## src/rtl/firebird7_in_gate1_tessent_data_mux_seq.sv

```systemverilog
// Multi-channel IJTAG/functional data mux with a registered break-before-make hand-over per channel.
// Optional capture register bank enabled by defining TESSENT_DATA_MUX_CAPTURE_EN.
module firebird7_in_gate1_tessent_data_mux_seq #(
   parameter int unsigned WIDTH    = 19,
   parameter int unsigned CHANNELS = 2,
   parameter int unsigned SETTLE   = 2
) (
   input  logic                      ijtag_tck,
   input  logic                      ijtag_reset,
   input  logic [CHANNELS-1:0]       ijtag_select,
   input  logic [CHANNELS*WIDTH-1:0] functional_data_in,
   input  logic [CHANNELS*WIDTH-1:0] ijtag_data_in,
   output logic [CHANNELS*WIDTH-1:0] data_out,
   output logic [CHANNELS-1:0]       ijtag_active
`ifdef TESSENT_DATA_MUX_CAPTURE_EN
   ,
   output logic [CHANNELS*WIDTH-1:0] capture_data_out
`endif
);

   typedef enum logic [1:0] {
      S_FUNC     = 2'd0,
      S_HOLD_IN  = 2'd1,
      S_IJTAG    = 2'd2,
      S_HOLD_OUT = 2'd3
   } state_t;

   localparam logic [3:0] CNT_INIT = 4'(SETTLE - 1);

   for (genvar ch = 0; ch < CHANNELS; ch++) begin : g_ch
      state_t           r_state;
      state_t           w_state_nxt;
      logic [WIDTH-1:0] r_hold;
      logic [WIDTH-1:0] w_hold_nxt;
      logic [3:0]       r_cnt;
      logic [3:0]       w_cnt_nxt;
      logic [WIDTH-1:0] w_func;
      logic [WIDTH-1:0] w_ijtag;
      logic [WIDTH-1:0] w_out;

      assign w_func  = functional_data_in[ch*WIDTH +: WIDTH];
      assign w_ijtag = ijtag_data_in[ch*WIDTH +: WIDTH];

      // Abort (select reverting) takes priority over counter expiry in both hold states.
      always_comb begin
         w_state_nxt = r_state;
         w_hold_nxt  = r_hold;
         w_cnt_nxt   = r_cnt;
         unique case (r_state)
            S_FUNC: begin
               if (ijtag_select[ch]) begin
                  w_state_nxt = S_HOLD_IN;
                  w_hold_nxt  = w_func;
                  w_cnt_nxt   = CNT_INIT;
               end
            end
            S_HOLD_IN: begin
               if (!ijtag_select[ch])    w_state_nxt = S_FUNC;
               else if (r_cnt == 4'd0)   w_state_nxt = S_IJTAG;
               else                      w_cnt_nxt   = r_cnt - 4'd1;
            end
            S_IJTAG: begin
               if (!ijtag_select[ch]) begin
                  w_state_nxt = S_HOLD_OUT;
                  w_hold_nxt  = w_ijtag;
                  w_cnt_nxt   = CNT_INIT;
               end
            end
            S_HOLD_OUT: begin
               if (ijtag_select[ch])     w_state_nxt = S_IJTAG;
               else if (r_cnt == 4'd0)   w_state_nxt = S_FUNC;
               else                      w_cnt_nxt   = r_cnt - 4'd1;
            end
            default: w_state_nxt = S_FUNC;
         endcase
      end

      always_ff @(posedge ijtag_tck or negedge ijtag_reset) begin
         if (!ijtag_reset) begin
            r_state <= S_FUNC;
            r_hold  <= '0;
            r_cnt   <= '0;
         end else begin
            r_state <= w_state_nxt;
            r_hold  <= w_hold_nxt;
            r_cnt   <= w_cnt_nxt;
         end
      end

      always_comb begin
         w_out = w_func;
         unique case (r_state)
            S_FUNC:     w_out = w_func;
            S_IJTAG:    w_out = w_ijtag;
            S_HOLD_IN,
            S_HOLD_OUT: w_out = r_hold;
            default:    w_out = w_func;
         endcase
      end

      assign data_out[ch*WIDTH +: WIDTH] = w_out;
      assign ijtag_active[ch]            = (r_state == S_IJTAG);

`ifdef TESSENT_DATA_MUX_CAPTURE_EN
      logic [WIDTH-1:0] r_cap;

      always_ff @(posedge ijtag_tck or negedge ijtag_reset) begin
         if (!ijtag_reset)                          r_cap <= '0;
         else if (r_state == S_FUNC && ijtag_select[ch]) r_cap <= w_func;
      end

      assign capture_data_out[ch*WIDTH +: WIDTH] = r_cap;
`endif
   end

endmodule

```

## config.mk

```make
export PLATFORM = sky130hd
export DESIGN_NAME = firebird7_in_gate1_tessent_data_mux_seq
export DESIGN_NICKNAME = d
export VERILOG_FILES = /design/src/rtl/firebird7_in_gate1_tessent_data_mux_seq.sv
export SDC_FILE = /design/constraint.sdc
export NUM_CORES = 1
export LEC_CHECK = 0
export CAP_MARGIN = 5
export CORE_ASPECT_RATIO = 1.1
export CORE_MARGIN = 8
export CORE_UTILIZATION = 45
export CTS_BUF_LIST = sky130_fd_sc_hd__clkbuf_8 sky130_fd_sc_hd__clkbuf_16
export DETAILED_ROUTE_END_ITERATION = 10
export PLACE_DENSITY = 0.83
export SLEW_MARGIN = 30
export SYNTH_ARGS = -nofsm -noshare
export SYNTH_HDL_FRONTEND = slang
export SYNTH_SLANG_ARGS = --single-unit
```

## constraint.sdc

```tcl
create_clock -name ijtag_tck -period 2 [get_ports ijtag_tck]
set_clock_uncertainty 0.15 [all_clocks]
set_input_delay 0.4 -clock ijtag_tck [delete_from_list [all_inputs] [get_ports ijtag_tck]]
set_output_delay 0.4 -clock ijtag_tck [all_outputs]
set_load 0.1 [all_outputs]
```

After elaboration in Yosys (flattened, before gate mapping)
Cells that the tools add are included.
{"block": "totals", "mem_bits_ro": 0, "inputBits": 80, "mem_count": 0, "latch_bits": 0, "out_inout_bits": 40, "word_cells": 74, "reg_bits": 50, "ramBits": 0}
{"block": "op_classes", "n_reduce_logical": 14, "n_mul": 0, "add_sub_neg": 2, "shifts": 0, "div_mod_pow": 0, "n_eq_ne": 18, "bitwise_logic": 0, "muxes": 34, "magnitude_cmp": 0}
{"op": "$pmux W19 S3", "count": 2}
{"op": "$mux W19", "count": 4}
{"op": "$pmux W19 S2", "count": 2}
{"op": "$mux W4", "count": 10}
{"op": "$pmux W4 S4", "count": 2}
{"op": "$mux W2", "count": 12}
{"op": "$ne A2 B2 Y1 const B", "count": 8}
{"op": "$pmux W2 S4", "count": 2}
{"op": "$reduce_and A4 Y1", "count": 4}
{"op": "$ne A3 B3 Y1 const B", "count": 4}
{"op": "$eq A2 B2 Y1 const B", "count": 4}
{"op": "$logic_not A4 Y1", "count": 2}
{"op": "$sub A4 B1 Y4 const B", "count": 2}
{"op": "$reduce_and A3 Y1", "count": 2}
{"op": "$eq A2 B1 Y1 const B", "count": 2}
{"op": "$logic_not A2 Y1", "count": 2}
{"op": "$reduce_bool A2 Y1", "count": 2}
{"op": "$reduce_or A2 Y1", "count": 2}

Logic depth before layout (Yosys ltp)
Gate-level depths: netlist (run 1).
{"block": "logic_depth", "ltp_word": 4, "mapped_depth": 6, "ltp_nobuf": 5}

Worst setup path before layout (run 1)
OpenSTA, ideal clock, no wires.
{"block": "synth_path", "path_type": "register to output", "startpoint": "reg with a tool-made name", "endpoint": "out data_out[20]", "t_arrival_ps": 2926, "path_stages_with_launch": 5, "setup_slack_ps": -1476, "path_buffers": 2, "cell_sequence": "dfrtp_1 > buf_4 > buf_2 > mux2i_1 > o21ai_0"}
{"item": "end, declared", "line_no": "13", "text": "output logic [CHANNELS*WIDTH-1:0] data_out,"}

==> flow_summary.json, run 1 <==
{
  "worst-setup-path-type": "flop to primary output",
  "synth_top_family_by_area": "multiplexers",
  "place_ws_ns": -0.139,
  "r2r_end": "g_ch[1].r_hold[10]",
  "syn_area_sq_um": 3270,
  "cp_common_cell": "buf_12",
  "slew_headroom_pct": 59.9,
  "yosysTopAreaCell": "dfrtp_1",
  "multiInputGateArea_sq_um": 2290,
  "hold_end": "g_ch[0].r_cnt[3]",
  "crit_family": "flip-flops",
  "max_stage_delay_ns": 0.43,
  "synth_nets": 449,
  "hold_path.class": "flop to flop",
  "antenna_cells": 0,
  "setup-violations-final": 21,
  "synthMuxAreaShare_pct": 23.9,
  "min_from": "g_ch[0].r_cnt[3]",
  "drv_slew": 0,
  "drt-initial-drc-count": 116,
  "regArea_sq_um": 1250,
  "synth_xor_area_share_pct": 0.994,
  "whs_ns": 0.360,
  "crit_chain": "buf_12 > mux2i_4 > o21ai_4 > buf_12",
  "setup_ws_ns": -0.0422,
  "cts_root_buf": "clkbuf_8",
  "maxCapViolations": 0,
  "layout-drive-gt1-share_pct": 30.9,
  "synth_area_leaders": "dfrtp_1, mux2i_1, o21ai_0",
  "port_buffers": 119,
  "yosysWarnings": 0,
  "post-dp-hpwl_um": 7860,
  "synth-compound-area-share_pct": 20.5,
  "clkTransAtPathRegs_ns": 0.09,
  "track_usage_pct": 19.7,
  "syn-instance-count": 365,
  "reg2reg_slack_ns": 0.18,
  "grt_pass1_vias": 3498,
  "avgSynthCellArea_sq_um": 8.97,
  "cts_tree": "done",
  "hold_violations": 0,
  "cp.arrival_ns": 1.49,
  "whs_path_depth": 1,
  "pin_count": 120,
  "required_ns": 1.45,
  "status": "complete, but fails checks",
  "grt_overflow": 0,
  "cts-htree-levels": 2,
  "period_share_pct": 102,
  "num-fill-cells": 416,
  "rows": 32,
  "worst_setup_path_start_kind": "flop",
  "drc": 0,
  "wirelength_um": 10800,
  "nets": 569,
  "core_sq_um": 7050,
  "synth_adder_area_share_pct": 1.53,
  "yosysTopAreaCellShare_pct": 38.2,
  "grt_max_degree": 52,
  "clockBufferDepth": 2,
  "violations": "negative setup slack",
  "max_freq_mhz": 490,
  "gp_congestion": 0.767,
  "synth_cell_types": 31,
  "start_util_pct": 46.5,
  "die_w_um": 97.3,
  "worstPathMaxFanout": 13,
  "grt_pass1_wl_um": 17000,
  "crit_path_end_kind": "primary output",
  "die_area_sq_um": 10300,
  "drt.antenna.violating_nets": 0,
  "cts_sinks": 50,
  "vias_per_cell": 5.84,
  "syn_to_final_growth_pct": 72.6,
  "path_buf_inv": 2,
  "ys_seq_elements": 50,
  "tightestPinTransition_ns": 0.602,
  "synthSimpleGateAreaFrac_pct": 9.13,
  "rsz0062_at_grt": "true",
  "worst-r2r-cell-count": 5,
  "antenna_found_initial": 0,
  "synth-seq-area-share_pct": 38.2,
  "min_period_ns": 2.04,
  "vias": 3328,
  "crit_path_top_delay_cell": "dfrtp_1",
  "die_h_um": 105,
  "firstDrtPassIters": 4,
  "clk_latency_ns": 0.30,
  "tns_ns": -0.305,
  "wl_per_cell_um": 18.9,
  "numCtsBuffers": 5
}
==> synthesized netlist by cell type <==
library cell and n:
o31a_1 1, nor2b_1 4, o32a_1 1, nand2_1 45, nand2b_1 2, mux2i_1 76, inv_1 6, o311ai_1 1
mux2_2 2, and2_1 1, a21oi_1 2, dfrtp_1 50, o21ai_1 21, o41ai_1 1, nand4bb_1 1, ha_1 4
clkbuf_1 16, buf_2 9, nor3_1 1, nand3_1 4, o31ai_1 2, nor3b_1 2, o21ai_0 96, a2bb2oi_1 1
or2_1 3, or4b_1 1, xnor2_2 2, buf_4 5, or3_1 1, a22oi_1 2, buf_6 2
==> layout make-up <==
| class | count | share of cell area, % |
|---|---|---|
| clock buffer | 5 | 1.22 |
| clock inverter | 2 | 0.199 |
| inverter | 6 | 0.465 |
| multi-input combinational | 277 | 40.5 |
| sequential | 50 | 22.2 |
| tap | 85 | 1.88 |
| timing repair buffer | 145 | 33.5 |
==> how the worst max path moves through the flow <==
stage / to / from / slack, ns / depth (start not counted)
2_1_floorplan: data_out[31] / flop / -0.20 / 4
3_3_place_gp: g_ch[1].r_hold[11] / ijtag_select[1] / -0.07 / 4
3_5_place_dp: g_ch[1].r_hold[14] / ijtag_select[1] / -0.14 / 4
4_1_cts: ijtag_active[0] / flop / -0.04 / 4
5_1_grt: data_out[15] / g_ch[0].r_state[0] / -0.11 / 4
6_report: data_out[15] / flop / -0.04 / 4
==> cell usage in the layout, fill, tap and decap left out, drive strengths merged, types with 4 or more instances in the layout <==
cell type / instances
o21ai: 117
dfrtp: 50
nor2b: 4
buf: 65
ha: 4
clkdlybuf4s50: 78
inv: 6
clkbuf: 6
mux2i: 76
nand3: 4
nand2: 45
==> worst register-to-register path, stage by stage (launching register included) <==
cell and delay [ns]:
dfrtp_1 0.43, buf_6 0.17, buf_4 0.15, xnor2_2 0.16, or2_2 0.45, o21ai_0 0.23
==> per-layer routing <==
metal,routed length [um],GRT usage [%]
met5,0,0
met4,130,4.77
met3,818,6.99
met2,5620,35.6
met1,4220,21.5
==> sequential cells by signal, summed over array words and instances, names as in the netlist, named ones only <==
register / cells
g_ch.r_cnt: 8
g_ch.r_hold: 38
g_ch.r_state: 2
==> stage by stage <==
stage	area, sq um	utilization [%]	std cells
finish	5650	80.2	570
floorplan	3550	-	365
CTS	5510	78.2	568
global placement	5330	75.7	559
global route	5650	80.2	570
detailed placement	5330	75.7	559
==> timing repair <==
item | 4_1_cts | 5_1_grt
setup buffers | 1 | 1
endpoints found under the hold margin | 50 | 0
gates resized for setup | 21 | 21
gates cloned | 0 | 1
hold buffers | 1 | 0
endpoints found under the setup margin | 27 | 47
==> cells by family after synthesis <==
family	after synthesis
buf+inv	38
xor+xnor	2
fa+ha+maj	4
mux	78
flops	50
simple gates	65
compound gates	128
Power of run 1 is not shown: default switching activity piles up to over one toggle a cycle in this logic, so the estimate is an artifact.
==> run 2: changes to the inputs <==
Clock period 2 ns to 2.1 ns, I/O delays scaled along.
==> flow_summary.json, run 2 (same netlist as run 1, synthesis figures left out) <==
{
  "drt-initial-drc-count": 87,
  "grt_overflow": 0,
  "die_h_um": 105,
  "cp.arrival_ns": 1.50,
  "port_buffers": 119,
  "numCtsBuffers": 5,
  "largest_reg_flops": 38,
  "crit_chain": "clkbuf_16 > mux2i_2 > o21ai_4 > buf_12",
  "grt_max_degree": 51,
  "final_common_cell": "clkdlybuf4s50_1",
  "crit_family": "flip-flops",
  "cts_tree": "done",
  "nets": 568,
  "setup-violations-final": 0,
  "whs_ns": 0.363,
  "min_period_ns": 2.07,
  "rsz0062_at_grt": "true",
  "rows": 32,
  "track_usage_pct": 18.6,
  "clockBufferDepth": 2,
  "start_util_pct": 46.5,
  "grt_pass1_vias": 3335,
  "path_buf_inv": 2,
  "antenna_found_initial": 0,
  "syn_to_final_growth_pct": 69.4,
  "clk_latency_ns": 0.31,
  "vias": 3216,
  "drv_slew": 0,
  "regMostFlops": "g_ch.r_hold",
  "firstDrtPassIters": 4,
  "required_ns": 1.53,
  "hold_violations": 0,
  "top_regs": "g_ch.r_hold x38, g_ch.r_cnt x8, g_ch.r_state x2",
  "antenna_cells": 0,
  "wl_per_cell_um": 17.7,
  "status": "completed",
  "num-fill-cells": 432,
  "layout-drive-gt1-share_pct": 27.6,
  "worst_setup_path_start_kind": "flop",
  "pin_count": 120,
  "cts_root_buf": "clkbuf_8",
  "die_area_sq_um": 10300,
  "tightestPinTransition_ns": 0.601,
  "cts-htree-levels": 2,
  "grt_pass1_wl_um": 16300,
  "period_share_pct": 98.7,
  "max_freq_mhz": 483,
  "core_sq_um": 7050,
  "vias_per_cell": 5.64,
  "slew_headroom_pct": 59.9,
  "hold_path.class": "flop to flop",
  "fin_util_pct": 78.7,
  "post-dp-hpwl_um": 7300,
  "cts_sinks": 50,
  "max_stage_delay_ns": 0.47,
  "clkTransAtPathRegs_ns": 0.09,
  "maxCapViolations": 0,
  "drc": 0,
  "worstPathMaxFanout": 10,
  "die_w_um": 97.3,
  "crit_path_end_kind": "primary output",
  "worst-setup-path-type": "flop to primary output",
  "wirelength_um": 10100,
  "drt.antenna.violating_nets": 0,
  "final_cell_mix": "clkdlybuf4s50_1, mux2i_1, o21ai_0",
  "gp_congestion": 0.735,
  "crit_path_top_delay_cell": "dfrtp_2"
}
-- run 2: through the flow --
stage / setup WS (ns) / TNS (ns) / cells / cell area [sq um]
after floorplan: -0.177 / -3.97 / 365 / 3520
after global placement: 0.0116 / 0 / 551 / 5260
after detailed placement: -0.110 / -0.948 / 551 / 5260
after CTS: 0.000571 / 0 / 561 / 5420
after global routing: -0.0344 / -0.278 / 570 / 5550
final: 0.0278 / 0 / 570 / 5550
-- run 2: metal layers --
metal | up-vias | wire length, um | part of all wire [%] | GRT usage, %
met1 | 1552 | 4200 | 42 | 21.8
met4 | 0 | 71 | 0.71 | 4.01
li1 | 1551 | - | - | -
met2 | 107 | 5100 | 51 | 32.7
met5 | - | 0 | 0 | 0
met3 | 6 | 697 | 6.9 | 5.75
-- run 2: worst register-to-register path: cells and delay by family (launching register included) --
family / cells / cell delay [ns]
xor+xnor: 1 / 0.24
compound gates: 1 / 0.22
flops: 1 / 0.43
simple gates: 1 / 0.53
buf+inv: 1 / 0.20
-- run 2: worst paths after layout --
path,startpoint,end,slack [ns],depth (start not counted)
max in group asynchronous,ijtag_reset,async pin,1.05,3
min in group asynchronous,ijtag_reset,g_ch[0].r_hold[3],0.48,3
setup / recovery,flop,data_out[26],0.03,4
hold / removal,g_ch[0].r_cnt[2],g_ch[0].r_cnt[2],0.36,1
hold reg to reg,g_ch[0].r_cnt[2],g_ch[0].r_cnt[2],0.36,1
setup reg to reg,flop,g_ch[0].r_hold[0],0.19,4
-- run 2: final cells by class --
cell class	count	area [sq um]	share of cell area (%)
Clock buffer	5	68.8	1.24
Clock inverter	3	21.3	0.384
Inverter	6	22.5	0.406
Multi-Input combinational cell	277	2150	38.8
Sequential cell	50	1260	22.7
Tap cell	85	106	1.92
Timing Repair Buffer	144	1920	34.6
-- run 2: timing repair --
item | 4_1_cts | 5_1_grt
buffers inserted | 0 | 8
hold endpoints to repair | 50 | 0
hold buffers | 1 | 0
endpoints found under the setup margin | 16 | 31
gates resized for setup | 7 | 12
gates cloned | 1 | 1
Power of run 2 is left out for the same reason.
